[config.mk]
export PLATFORM = sky130hd
export DESIGN_NAME = match_scoreboard
export DESIGN_NICKNAME = d
export VERILOG_FILES = /design/src/rtl/scoreboard_pkg.sv /design/src/rtl/match_scoreboard_blink_timer.sv /design/src/rtl/match_scoreboard.sv
export SDC_FILE = /design/constraint.sdc
export NUM_CORES = 1
export LEC_CHECK = 0
export BUFFER_PORTS_ARGS = -buffer_cell sky130_fd_sc_hd__buf_4
export CAP_MARGIN = 20
export CORE_ASPECT_RATIO = 1.25
export CORE_MARGIN = 2
export CORE_UTILIZATION = 53
export CTS_BUF_LIST = sky130_fd_sc_hd__clkbuf_4
export DETAILED_ROUTE_END_ITERATION = 8
export PLACE_DENSITY = 0.9
export SYNTH_ARGS = -nofsm -noshare
export SYNTH_HDL_FRONTEND = slang
export SYNTH_SLANG_ARGS = --single-unit
[constraint.sdc]
create_clock -name clock -period 2.23 [get_ports clock]
set_clock_uncertainty 0.2 [all_clocks]
set_input_delay 0 -clock clock [delete_from_list [all_inputs] [get_ports clock]]
set_output_delay 0 -clock clock [all_outputs]
set_load 0.03 [all_outputs]
[src/rtl/scoreboard_pkg.sv]
// Purpose: shared types and helpers for the match scoreboard and its display users.
// Latency: combinational helpers only.
// Backpressure: none.
package scoreboard_pkg;

  typedef enum logic {
    PLAY = 1'b0,
    OVER = 1'b1
  } state_e;

  // Widest thermometer field / pulse vector the helpers handle.
  localparam int unsigned THERM_MAX = 64;

  // Thermometer code: bit k set iff k < min(score, f); LSB lights first.
  function automatic logic [THERM_MAX-1:0] therm(input logic [31:0] score,
                                                  input int unsigned f);
    logic [THERM_MAX-1:0] t;
    t = '0;
    for (int unsigned k = 0; k < THERM_MAX; k++) begin
      t[k] = (k < f) && (k < score);
    end
    return t;
  endfunction

  // True when exactly one bit of vec is set.
  function automatic logic onehot_valid(input logic [THERM_MAX-1:0] vec);
    int unsigned n;
    n = 0;
    for (int unsigned k = 0; k < THERM_MAX; k++) begin
      if (vec[k]) n++;
    end
    return (n == 1);
  endfunction

endpackage

[src/rtl/match_scoreboard_blink_timer.sv]
// Purpose: free-running half-period divider producing a blink phase while enabled.
// Latency: phase toggles BLINK_DIV cycles after enable rises, then every BLINK_DIV cycles.
// Backpressure: none; dropping enable clears counter and phase to 0 on the next edge.
module blink_timer #(
  parameter int unsigned BLINK_DIV = 25_000_000
) (
  input  logic clock,
  input  logic reset,
  input  logic enable,
  output logic phase
);

  localparam int unsigned DW = (BLINK_DIV > 2) ? $clog2(BLINK_DIV) : 1;

  logic [DW-1:0] cnt_q, cnt_d;
  logic          phase_q, phase_d;

  // Count 0..BLINK_DIV-1 while enabled, flip phase on wrap; idle state is counter 0, phase dark.
  always_comb begin
    cnt_d   = cnt_q;
    phase_d = phase_q;
    if (!enable) begin
      cnt_d   = '0;
      phase_d = 1'b0;
    end else if (cnt_q == DW'(BLINK_DIV - 1)) begin
      cnt_d   = '0;
      phase_d = ~phase_q;
    end else begin
      cnt_d = cnt_q + 1'b1;
    end
  end

  // Counter and phase registers.
  always_ff @(posedge clock) begin
    if (reset) begin
      cnt_q   <= '0;
      phase_q <= 1'b0;
    end else begin
      cnt_q   <= cnt_d;
      phase_q <= phase_d;
    end
  end

  assign phase = phase_q;

endmodule

[src/rtl/match_scoreboard.sv]
// Purpose: N-player round-win counter with match decision, thermometer LEDs and winner blink.
// Latency: scores/game_over/winner_id one cycle after the pulse; LED one cycle behind scores.
// Backpressure: none; simultaneous pulses are a tie and are dropped, pulses in OVER are ignored.
module match_scoreboard
  import scoreboard_pkg::*;
#(
  parameter int unsigned NUM_PLAYERS   = 2,
  parameter int unsigned WINS_TO_MATCH = 8,
  parameter int unsigned LED_W         = 16,
  parameter int unsigned BLINK_DIV     = 25_000_000
) (
  input  logic                                                 clock,
  input  logic                                                 reset,
  input  logic [NUM_PLAYERS-1:0]                               win_pulse,
  input  logic                                                 new_match,
  output logic [NUM_PLAYERS*$clog2(WINS_TO_MATCH+1)-1:0]       score,
  output logic [((NUM_PLAYERS > 2) ? $clog2(NUM_PLAYERS) : 1)-1:0] winner_id,
  output logic                                                 game_over,
  output logic [LED_W-1:0]                                     LED
);

  localparam int unsigned F  = LED_W / NUM_PLAYERS;
  localparam int unsigned CW = $clog2(WINS_TO_MATCH + 1);
  localparam int unsigned PW = (NUM_PLAYERS > 2) ? $clog2(NUM_PLAYERS) : 1;

  if (LED_W % NUM_PLAYERS != 0) begin : g_chk_led
    $error("LED_W must be divisible by NUM_PLAYERS");
  end
  if (NUM_PLAYERS < 2 || NUM_PLAYERS > THERM_MAX) begin : g_chk_np
    $error("NUM_PLAYERS out of range");
  end
  if (WINS_TO_MATCH < 1) begin : g_chk_wins
    $error("WINS_TO_MATCH must be at least 1");
  end
  if (BLINK_DIV < 2) begin : g_chk_blink
    $error("BLINK_DIV must be at least 2");
  end
  if (F > THERM_MAX) begin : g_chk_field
    $error("LED field too wide");
  end

  state_e               state_q, state_d;
  logic [CW-1:0]        score_q [NUM_PLAYERS];
  logic [CW-1:0]        score_d [NUM_PLAYERS];
  logic [PW-1:0]        winner_q, winner_d;
  logic [LED_W-1:0]     led_q, led_d;
  logic [THERM_MAX-1:0] wp_ext;
  logic                 blink_en;
  logic                 blink_phase;

  // Scoring FSM: clear wins over everything, a lone pulse scores in PLAY, reaching the target ends the match.
  always_comb begin
    state_d  = state_q;
    winner_d = winner_q;
    score_d  = score_q;
    wp_ext   = '0;
    wp_ext[NUM_PLAYERS-1:0] = win_pulse;
    if (new_match) begin
      state_d  = PLAY;
      winner_d = '0;
      for (int unsigned p = 0; p < NUM_PLAYERS; p++) score_d[p] = '0;
    end else if (state_q == PLAY && onehot_valid(wp_ext)) begin
      for (int unsigned p = 0; p < NUM_PLAYERS; p++) begin
        if (win_pulse[p]) begin
          score_d[p] = score_q[p] + 1'b1;
          if (score_q[p] == CW'(WINS_TO_MATCH - 1)) begin
            state_d  = OVER;
            winner_d = PW'(p);
          end
        end
      end
    end
  end

  // LED mux from the current scores; the winner's field follows the blink phase once the match is over.
  always_comb begin
    led_d = '0;
    if (!new_match) begin
      for (int unsigned p = 0; p < NUM_PLAYERS; p++) begin
        if (state_q == OVER && winner_q == PW'(p)) begin
          led_d[p*F +: F] = {F{blink_phase}};
        end else begin
          led_d[p*F +: F] = F'(therm(32'(score_q[p]), F));
        end
      end
    end
  end

  // State, score, winner and LED registers.
  always_ff @(posedge clock) begin
    if (reset) begin
      state_q  <= PLAY;
      winner_q <= '0;
      led_q    <= '0;
      for (int unsigned p = 0; p < NUM_PLAYERS; p++) score_q[p] <= '0;
    end else begin
      state_q  <= state_d;
      winner_q <= winner_d;
      led_q    <= led_d;
      score_q  <= score_d;
    end
  end

  // Blink runs only while the match is over; a new match request clears it on the same edge.
  assign blink_en = (state_q == OVER) && !new_match;

  blink_timer #(
    .BLINK_DIV(BLINK_DIV)
  ) u_blink (
    .clock  (clock),
    .reset  (reset),
    .enable (blink_en),
    .phase  (blink_phase)
  );

  // Pack per-player scores onto the output bus.
  always_comb begin
    score = '0;
    for (int unsigned p = 0; p < NUM_PLAYERS; p++) score[p*CW +: CW] = score_q[p];
  end

  assign winner_id = winner_q;
  assign game_over = (state_q == OVER);
  assign LED       = led_q;

endmodule

Word-level counts from Yosys, hierarchy flattened
Cells that the tools add are included.
{"block": "word_totals", "regBits": 52, "rom_bits": 0, "out_inout_bits": 26, "memories": 0, "ramBits": 0, "latch_bits": 0, "input_bits": 5}
{"block": "op_classes", "n_shift": 0, "n_eq_ne": 4, "magnitude_cmp": 16, "mux": 14, "n_addsub": 4, "reduce_logical": 10, "div_mod_pow": 0, "n_bitwise": 4, "mul": 0}
{"cell": "two-way mux 32 bit", "n": 3}
{"cell": "adder 32 x 1 -> 32 bit (second input constant)", "n": 1}
{"cell": "equality test 32 x 1 -> 1 bit (second input constant)", "n": 1}
{"cell": "< comparator 3 x 4 -> 1 bit (first input constant)", "n": 8}
{"cell": "adder 25 x 1 -> 25 bit (second input constant)", "n": 1}
{"cell": "equality test 25 bit (second input constant)", "n": 1}
{"cell": "< comparator 1 x 4 -> 1 bit (first input constant)", "n": 4}
{"cell": "< comparator 2 x 4 -> 1 bit (first input constant)", "n": 4}
{"cell": "two-way mux 8 bit", "n": 2}
{"cell": "two-way mux 1 bit", "n": 9}
{"cell": "adder 4 x 1 -> 4 bit (second input constant)", "n": 2}
{"cell": "equality test 4 x 3 -> 1 bit (second input constant)", "n": 2}
{"cell": "logical AND 1 bit", "n": 4}
{"cell": "inverter 1 bit", "n": 4}
{"cell": "AND reduction 2 bit", "n": 2}
{"cell": "OR reduction 2 bit", "n": 2}
{"cell": "OR reduction 3 bit", "n": 1}
{"cell": "zero test 1 bit", "n": 1}

Logic depth before layout (Yosys ltp)
Gate-level depths: netlist of the first run.
{"block": "depth", "word_depth": 8, "ltp_mapped": 6, "mapped_depth_nobuf": 5}

Modules after synthesis
A second synthesis of the first run with hierarchy kept.
{"block": "hier_totals", "cells_unflattened": 247, "area_unflattened_um2": 2184.6}
{"module": "blink_timer", "area_each_um2": 1211.2, "instances": 1, "seq_area_each_um2": 520.5, "cells_each": 141}
{"module": "match_scoreboard", "area_each_um2": 973.4, "instances": 1, "seq_area_each_um2": 520.5, "cells_each": 106}

Worst setup path before layout of the first run
No wires, ideal clock.
{"block": "synth_timing", "path_type": "register -> register", "startpoint": "register u_blink.cnt_q[8]", "endpoint": "register u_blink.cnt_q[14]", "stages_incl_launch_ff": 6, "path_slack_ns": 0.006, "setup_time_ns": 0.117, "t_arrival_ns": 1.907, "required_ns": 1.913, "path_buffers": 1, "synth_period_minus_slack_ns": 2.224, "path_cell_list": "dfxtp_1 > or4_1 > or4_4 > o211ai_2 > buf_2 > nor2_1"}
{"block": "synth_via", "elab_chain_len": 2}
{"item": "start: declaration", "line_no": "match_scoreboard_blink_timer.sv:15", "text": "logic [DW-1:0] cnt_q, cnt_d;"}
{"item": "start signal: assignment", "line_no": "match_scoreboard_blink_timer.sv:39", "text": "cnt_q <= cnt_d;"}
{"item": "branches (longest 2 deep; another with adder 25 x 1 -> 25 bit)"}
Several ways; the timed one is not identified.
A chain may end at the register's enable or synchronous reset.

Worst setup path in the final report of the first run
{"block": "layout_timing", "startpoint": "register u_blink.cnt_q[8]", "endpoint": "register u_blink.cnt_q[6]"}
{"block": "layout_via", "elab_chain_len": 2}
{"item": "equality test 25 bit", "line_no": "match_scoreboard_blink_timer.sv:25", "text": "end else if (cnt_q == DW'(BLINK_DIV - 1)) begin"}
{"item": "OR reduction 3 bit (no source line)"}
No other way between the ends.

==> results of run 1 <==
[stage by stage]
step	setup WS (ns)	cells	power, mW	hold WS [ns]
after detailed placement	0.0284	345	0.991	0.139
final	0.0580	359	1.52	0.0507
after global placement	0.0559	345	0.989	0.129
after floorplan	0.00558	253	0.976	-0.000789
after global routing	0.0154	359	1.56	0.0861
after CTS	0.0356	358	1.51	0.0356
[worst max-delay path by stage]
stage	to	slack, ns	depth (start not counted)
final	u_blink.cnt_q[6]$_SDFF_PP0_	0.06	5
after global routing	u_blink.cnt_q[6]$_SDFF_PP0_	0.02	5
after CTS	u_blink.phase$_SDFFE_PP0N_	0.04	4
after detailed placement	u_blink.phase$_SDFFE_PP0N_	0.03	4
after global placement	u_blink.phase$_SDFFE_PP0N_	0.06	4
after floorplan	u_blink.cnt_q[14]$_SDFF_PP0_	0.006	5
[power by group through the flow]
stage	Sequential [mW]	Clock (mW)	Combinational (mW)
floorplan	0.958	0	0.0187
finish	0.934	0.537	0.0458
CTS	0.934	0.537	0.0439
detailed placement	0.954	0	0.0372
global route	0.935	0.571	0.0499
global placement	0.954	0	0.0356
[registers in the layout (all words and copies together) (netlist names)]
register / count
u_blink.phase: 1
score: 8
LED: 16
u_blink.cnt_q: 25
winner_id: 1
game_over: 1
[worst min-delay path, delay by kind of cell]
kind,cells,cell delay (ns)
simple gates,1,0.45
buf+inv,1,0.09
compound gates,1,0.05
[cells in the mapped netlist, types with 5 or more instances]
library cell	number	area share, %
dfxtp_1	52	48
o21ai_1	5	1.1
xnor2_1	11	4.4
nor2_1	24	4.1
nand2_1	23	3.9
inv_1	13	2.2
nand3_1	15	3.4
ha_1	5	2.9
a21oi_1	23	5.3
clkbuf_1	5	0.86
o31ai_1	6	2.1
or4_1	7	2.4
or3_1	10	2.9
o21ai_0	11	2.5
[logic make-up after synthesis]
logic type | Yosys count
XOR/XNOR | 14
flip-flops | 52
adder cells (fa/ha/maj) | 5
multiplexers | 1
AO/OA/AOI/OAI | 51
AND/OR/NAND/NOR | 109
buffers and inverters | 21
[final cells by class]
| class | count | share of cell area, % |
|---|---|---|
| well taps | 56 | 2.58 |
| flip-flops and latches | 52 | 38.4 |
| clock buffers | 5 | 1.38 |
| multi-input cells | 180 | 39.7 |
| inverters | 14 | 1.93 |
| clock inverters | 3 | 1.57 |
| repair buffers | 49 | 14.5 |
[timing repair]
action | CTS | global route
setup buffers | 0 | 1
hold endpoints to repair | 26 | 0
gates resized for setup | 0 | 4
hold buffers | 5 | 0
setup endpoints to repair | 1 | 9
pin swaps | 1 | 3
[metal layers]
| metal | vias up | wire length [um] |
|---|---|---|
| met4 | 0 | 117 |
| met3 | 18 | 240 |
| met1 | 930 | 1960 |
| met5 | - | 0 |
| met2 | 67 | 2680 |
| li1 | 994 | - |
[placed cells by master (no fill, tap or decap), types with 2 or more instances in the layout]
cell type and n:
clkbuf_4 5, o21ai_0 11, nor2b_1 2, dlygate4sd3_1 5, and4_1 2, or4_4 3, dfxtp_1 51, and3_1 2
or2_1 2, or3_1 9, or4_1 5, nand2b_1 2, xor2_1 3, nand4_1 4, nand2_1 23, buf_4 43
a21oi_1 23, inv_1 13, nor2_1 24, o31ai_1 6, xnor2_1 11, nand3_1 15, o21ai_1 5, nor4_1 4
nor3_1 4, ha_1 5, nor3b_1 2
==> flow_metrics.py, run 1 <==
metrics = {
    "power": {
        "p_clk_share_pct": 35.4,
        "combPwrFrac_pct": 3.0,
        "power.leakage_nw": 0.982,
        "switchingPower_mw": 0.330,
        "pwr-share-seq_pct": 61.6,
        "p_int_mw": 1.19,
        "swShare_pct": 21.8,
        "cellPowerDensity_mw_per_mm2": 558,
        "peakVddDrop_mv": 0.440,
    },
    "synth": {
        "syn_area_mm2": 0.00219,
        "ys_types": 39,
        "synth_compound_area_share_pct": 13.6,
        "yosys_warnings": 0,
        "synthFlopType": "dfxtp_1",
        "synth_xor_area_share_pct": 5.60,
        "synth_enable_flop_cells": 0,
        "synth-seq-area-share_pct": 47.5,
        "ys_ff_latch": 52,
        "synth.avg_cell_area_um2": 8.65,
        "synthesis.instances": 253,
        "synth_async_sr_flop_share_pct": 0,
        "synthMuxAreaShare_pct": 0.457,
        "syn_nets": 263,
        "synthAdderAreaFrac_pct": 2.86,
        "synth-simple-area-share_pct": 26.2,
        "synth_top_family_by_area": "simple AND/OR/NAND/NOR gates",
    },
    "global_route": {
        "met2_usage_pct": 40.4,
        "grt_use_total_pct": 22.7,
        "first_global_vias": 1858,
        "grt-busiest-layer": "met2",
        "grt_first_pass_wirelength_um": 7940,
        "grt_use_met1_pct": 24.9,
        "antenna_found_initial": 0,
        "grt_overflow": 0,
        "met3_usage_pct": 5.94,
        "grt_max_degree": 26,
    },
    "sta": {
        "worst_pin_slew_ns": 0.613,
        "setup_viol": 0,
        "layout_min_cycle_time_ns": 2.17,
        "finalHoldViolations": 0,
        "slew-limit-headroom_pct": 59.0,
        "tns_ns": 0,
        "drv_slew": 0,
        "finalCritPeriodShare_pct": 97.4,
        "fmax_ghz": 0.460,
        "rsz0062_at_grt": "no",
    },
    "detailed_routing": {
        "vias": 2009,
        "drt_pass1_iterations": 4,
        "via_per_inst": 5.60,
        "ant_nets": 0,
        "drt_wl_total_um": 5000,
        "drtIter0Drc": 98,
        "drc_errors": 0,
        "wire_per_inst_um": 13.9,
    },
    "cells_and_area": {
        "antenna_cells": 0,
        "multi_input_area_mm2": 0.00108,
        "syn_to_final_growth_pct": 24.1,
        "final_area_mm2": 0.00272,
        "regArea_mm2": 0.00104,
        "n_fill_cell": 309,
        "nets": 312,
        "fin_util_pct": 67.4,
        "drive_above_1_share_pct": 19.8,
    },
    "floorplanning": {
        "dieArea_mm2": 0.00466,
        "core_area_mm2": 0.00403,
        "start_util_pct": 54.3,
        "die_w_um": 61.5,
        "std_cell_rows": 26,
        "die_h_um": 75.9,
        "io_pins": 31,
    },
    "critical_path": {
        "critPathRequiredTime_ns": 2.30,
        "crit_family": "simple AND/OR/NAND/NOR gates",
        "critical_path.max_fanout": 25,
        "critical_path.n_buffers_inverters": 1,
        "cp-start-kind": "flip-flop",
        "r2r_cells": 5,
        "cp-end-kind": "flip-flop",
        "r2r_start": "u_blink.cnt_q[8]$_SDFF_PP0_",
        "cp.arrival_ns": 2.24,
        "rrSetupSlack_ns": 0.06,
        "critPathSlowestCell": "or4_1",
        "cp_cell_sequence": "or4_1 -> or4_4 -> o211ai_2 -> buf_12 -> a21oi_1",
        "r2r-end": "u_blink.cnt_q[6]$_SDFF_PP0_",
        "crit_path_max_incr_delay_ns": 0.51,
        "crit_type": "reg2reg",
        "crit_start": "u_blink.cnt_q[8]$_SDFF_PP0_",
    },
    "clock_tree": {
        "clock-sinks": 52,
        "tritoncts": "built",
        "cts_root_buf": "clkbuf_4",
        "cts.clk_slew.worst_paths_ns": 0.15,
        "cts.path.max_buffers": 2,
        "h-tree-depth": 2,
        "clock_latency_ns": 0.37,
        "numCtsBuffers": 5,
    },
    "min_path": {
        "hp-start": "new_match",
        "hold_path_class": "in2reg",
        "whs_path_depth": 3,
        "min_to": "u_blink.phase$_SDFFE_PP0N_",
    },
    "placed_design": {
        "place.gp.congestion": 0.840,
        "place_area_mm2": 0.00257,
        "hpwlAfterDp_um": 3350,
        "portBuffers": 30,
    },
    "run": {
        "maxCapViolations": 0,
    },
    "status": {
        "status": "complete, no violations",
    },
}
(Power assumes the default switching activity.)
==> run 2: changes to the inputs <==
--- a/config.mk
+++ b/config.mk
@@ -13,6 +13,7 @@
 export CTS_BUF_LIST = sky130_fd_sc_hd__clkbuf_4
 export DETAILED_ROUTE_END_ITERATION = 8
 export PLACE_DENSITY = 0.9
+export RECOVER_POWER = 50
 export SYNTH_ARGS = -nofsm -noshare
 export SYNTH_HDL_FRONTEND = slang
 export SYNTH_SLANG_ARGS = --single-unit
==> run 2 against run 1 <==
  * Sequential cell count is the same
  * Critical path depth unchanged
  * Sequential share of layout area up 1.5 points
  * Critical path type unchanged
  * Sequential power is essentially flat
  * Register-to-register slack is essentially flat
  * First-iteration DRC count down 20%
  * Core utilization decreased by 2.5 points
  * Non-clock buffer count unchanged
  * Design area shrank 3.7%
  * Fmax barely moved
  * Cell count stayed put
==> flow_metrics.py, run 2 (synthesis results as in run 1) <==
metrics = {
    "clock_tree": {
        "cts.clk_slew.worst_paths_ns": 0.15,
        "h-tree-depth": 2,
        "cts_root_buf": "clkbuf_4",
        "numCtsBuffers": 5,
        "clock-sinks": 52,
        "tritoncts": "built",
        "clock_latency_ns": 0.37,
        "cts.path.max_buffers": 2,
    },
    "critical_path": {
        "cp.arrival_ns": 2.24,
        "critical_path.max_fanout": 25,
        "critPathSlowestCell": "or4_1",
        "cp_cell_sequence": "or4_1 -> or4_4 -> o211ai_2 -> buf_12 -> a21oi_1",
        "crit_type": "reg2reg",
        "cp-end-kind": "flip-flop",
        "critPathRequiredTime_ns": 2.29,
        "crit_path_max_incr_delay_ns": 0.51,
        "cp-start-kind": "flip-flop",
    },
    "cells_and_area": {
        "syn_to_final_growth_pct": 19.5,
        "antenna_cells": 0,
        "final_area_mm2": 0.00262,
        "drive_above_1_share_pct": 10.6,
        "regMostFlops": "u_blink.cnt_q",
        "largest_register_ffs": 25,
        "nets": 312,
        "layout.cells.most_common": "dfxtp_1",
        "fin_util_pct": 64.9,
        "mostFrequentLayoutCells": "51 x dfxtp_1, 27 x clkbuf_1, 24 x nor2_1, 23 x nand2_1, 23 x a21oi_1",
    },
    "run": {
        "maxCapViolations": 0,
    },
    "min_path": {
        "hold_path_class": "in2reg",
    },
    "power": {
        "cellPowerDensity_mw_per_mm2": 577,
        "power.leakage_nw": 0.867,
        "peakVddDrop_mv": 0.420,
        "power_mw": 1.51,
    },
    "floorplanning": {
        "std_cell_rows": 26,
        "start_util_pct": 54.3,
        "die_w_um": 61.5,
        "io_pins": 31,
        "core_area_mm2": 0.00403,
        "dieArea_mm2": 0.00466,
        "die_h_um": 75.9,
    },
    "sta": {
        "fmax_ghz": 0.461,
        "hold_slack_ns": 0.0593,
        "layout_min_cycle_time_ns": 2.17,
        "finalCritPeriodShare_pct": 97.4,
        "tns_ns": 0,
        "drv_slew": 0,
        "worst_pin_slew_ns": 0.611,
        "slew-limit-headroom_pct": 59.2,
        "setup_viol": 0,
        "finalHoldViolations": 0,
        "rsz0062_at_grt": "no",
    },
    "global_route": {
        "grt_first_pass_wirelength_um": 7940,
        "first_global_vias": 1858,
        "antenna_found_initial": 0,
        "grt_use_total_pct": 22.7,
        "grt_overflow": 0,
        "grt_max_degree": 26,
    },
    "detailed_routing": {
        "drtIter0Drc": 78,
        "drt_pass1_iterations": 5,
        "drt_wl_total_um": 5010,
        "drc_errors": 0,
        "ant_nets": 0,
        "wire_per_inst_um": 14.0,
        "via_per_inst": 5.60,
        "vias": 2012,
    },
    "placed_design": {
        "place.gp.congestion": 0.840,
        "place_area_mm2": 0.00257,
        "hpwlAfterDp_um": 3350,
        "portBuffers": 30,
    },
    "status": {
        "status": "complete, no violations",
    },
}
-- run 2: cell count changes in the layout (fill, tap and decap cells not counted), sizes merged --
cell / change
buf: -27
clkbuf: +27
-- run 2: worst paths after layout --
check	cells past startpoint	endpoint	start	slack, ns
setup / recovery	5	u_blink.cnt_q[6]$_SDFF_PP0_	u_blink.cnt_q[8]$_SDFF_PP0_	0.06
hold / removal	3	u_blink.phase$_SDFFE_PP0N_	new_match	0.06
setup reg to reg	5	u_blink.cnt_q[6]$_SDFF_PP0_	u_blink.cnt_q[8]$_SDFF_PP0_	0.06
hold reg to reg	2	u_blink.cnt_q[19]$_SDFF_PP0_	u_blink.cnt_q[19]$_SDFF_PP0_	0.29
-- run 2: per-stage QoR --
step | std cells | worst slack [ns]
2_1_floorplan | 253 | 0.00558
3_3_place_gp | 345 | 0.0559
3_5_place_dp | 345 | 0.0284
4_1_cts | 358 | 0.0356
5_1_grt | 359 | 0.0154
6_report | 359 | 0.0586
-- run 2: layout make-up --
class	count	area, um2
Tap cell	56	70.1
Sequential cell	52	1040
Multi-Input combinational cell	180	1080
Timing Repair Buffer	49	292
Fill cell	345	1420
Clock inverter	3	42.5
Clock buffer	5	37.5
Inverter	14	52.6
-- run 2: power by group --
group | leakage (nW) | switching (mW) | internal, mW
clock | 0.0428 | 0.298 | 0.235
combinational | 0.405 | 0.0260 | 0.0174
sequential | 0.419 | 0.00229 | 0.931
-- run 2: critical path, delay by kind of cell (launching register included) --
family                 cells  cell delay, ns
AO/OA/AOI/OAI              2            0.30
buffers and inverters      1            0.20
flip-flops                 1            0.35
AND/OR/NAND/NOR            2            1.02
-- run 2: per-layer routing --
layer | global-route usage [%] | part of all wire (%)
met2 | 40.4 | 53
met4 | 9.69 | 2.3
met1 | 24.9 | 40
met3 | 5.94 | 5.0
met5 | 0 | 0
-- run 2: what timing repair did --
item,4_1_cts,5_1_grt
resized for setup,0,4
buffers inserted,0,1
pin swaps,1,3
hold endpoints to repair,26,0
hold buffers,5,0
setup endpoints to repair,1,9
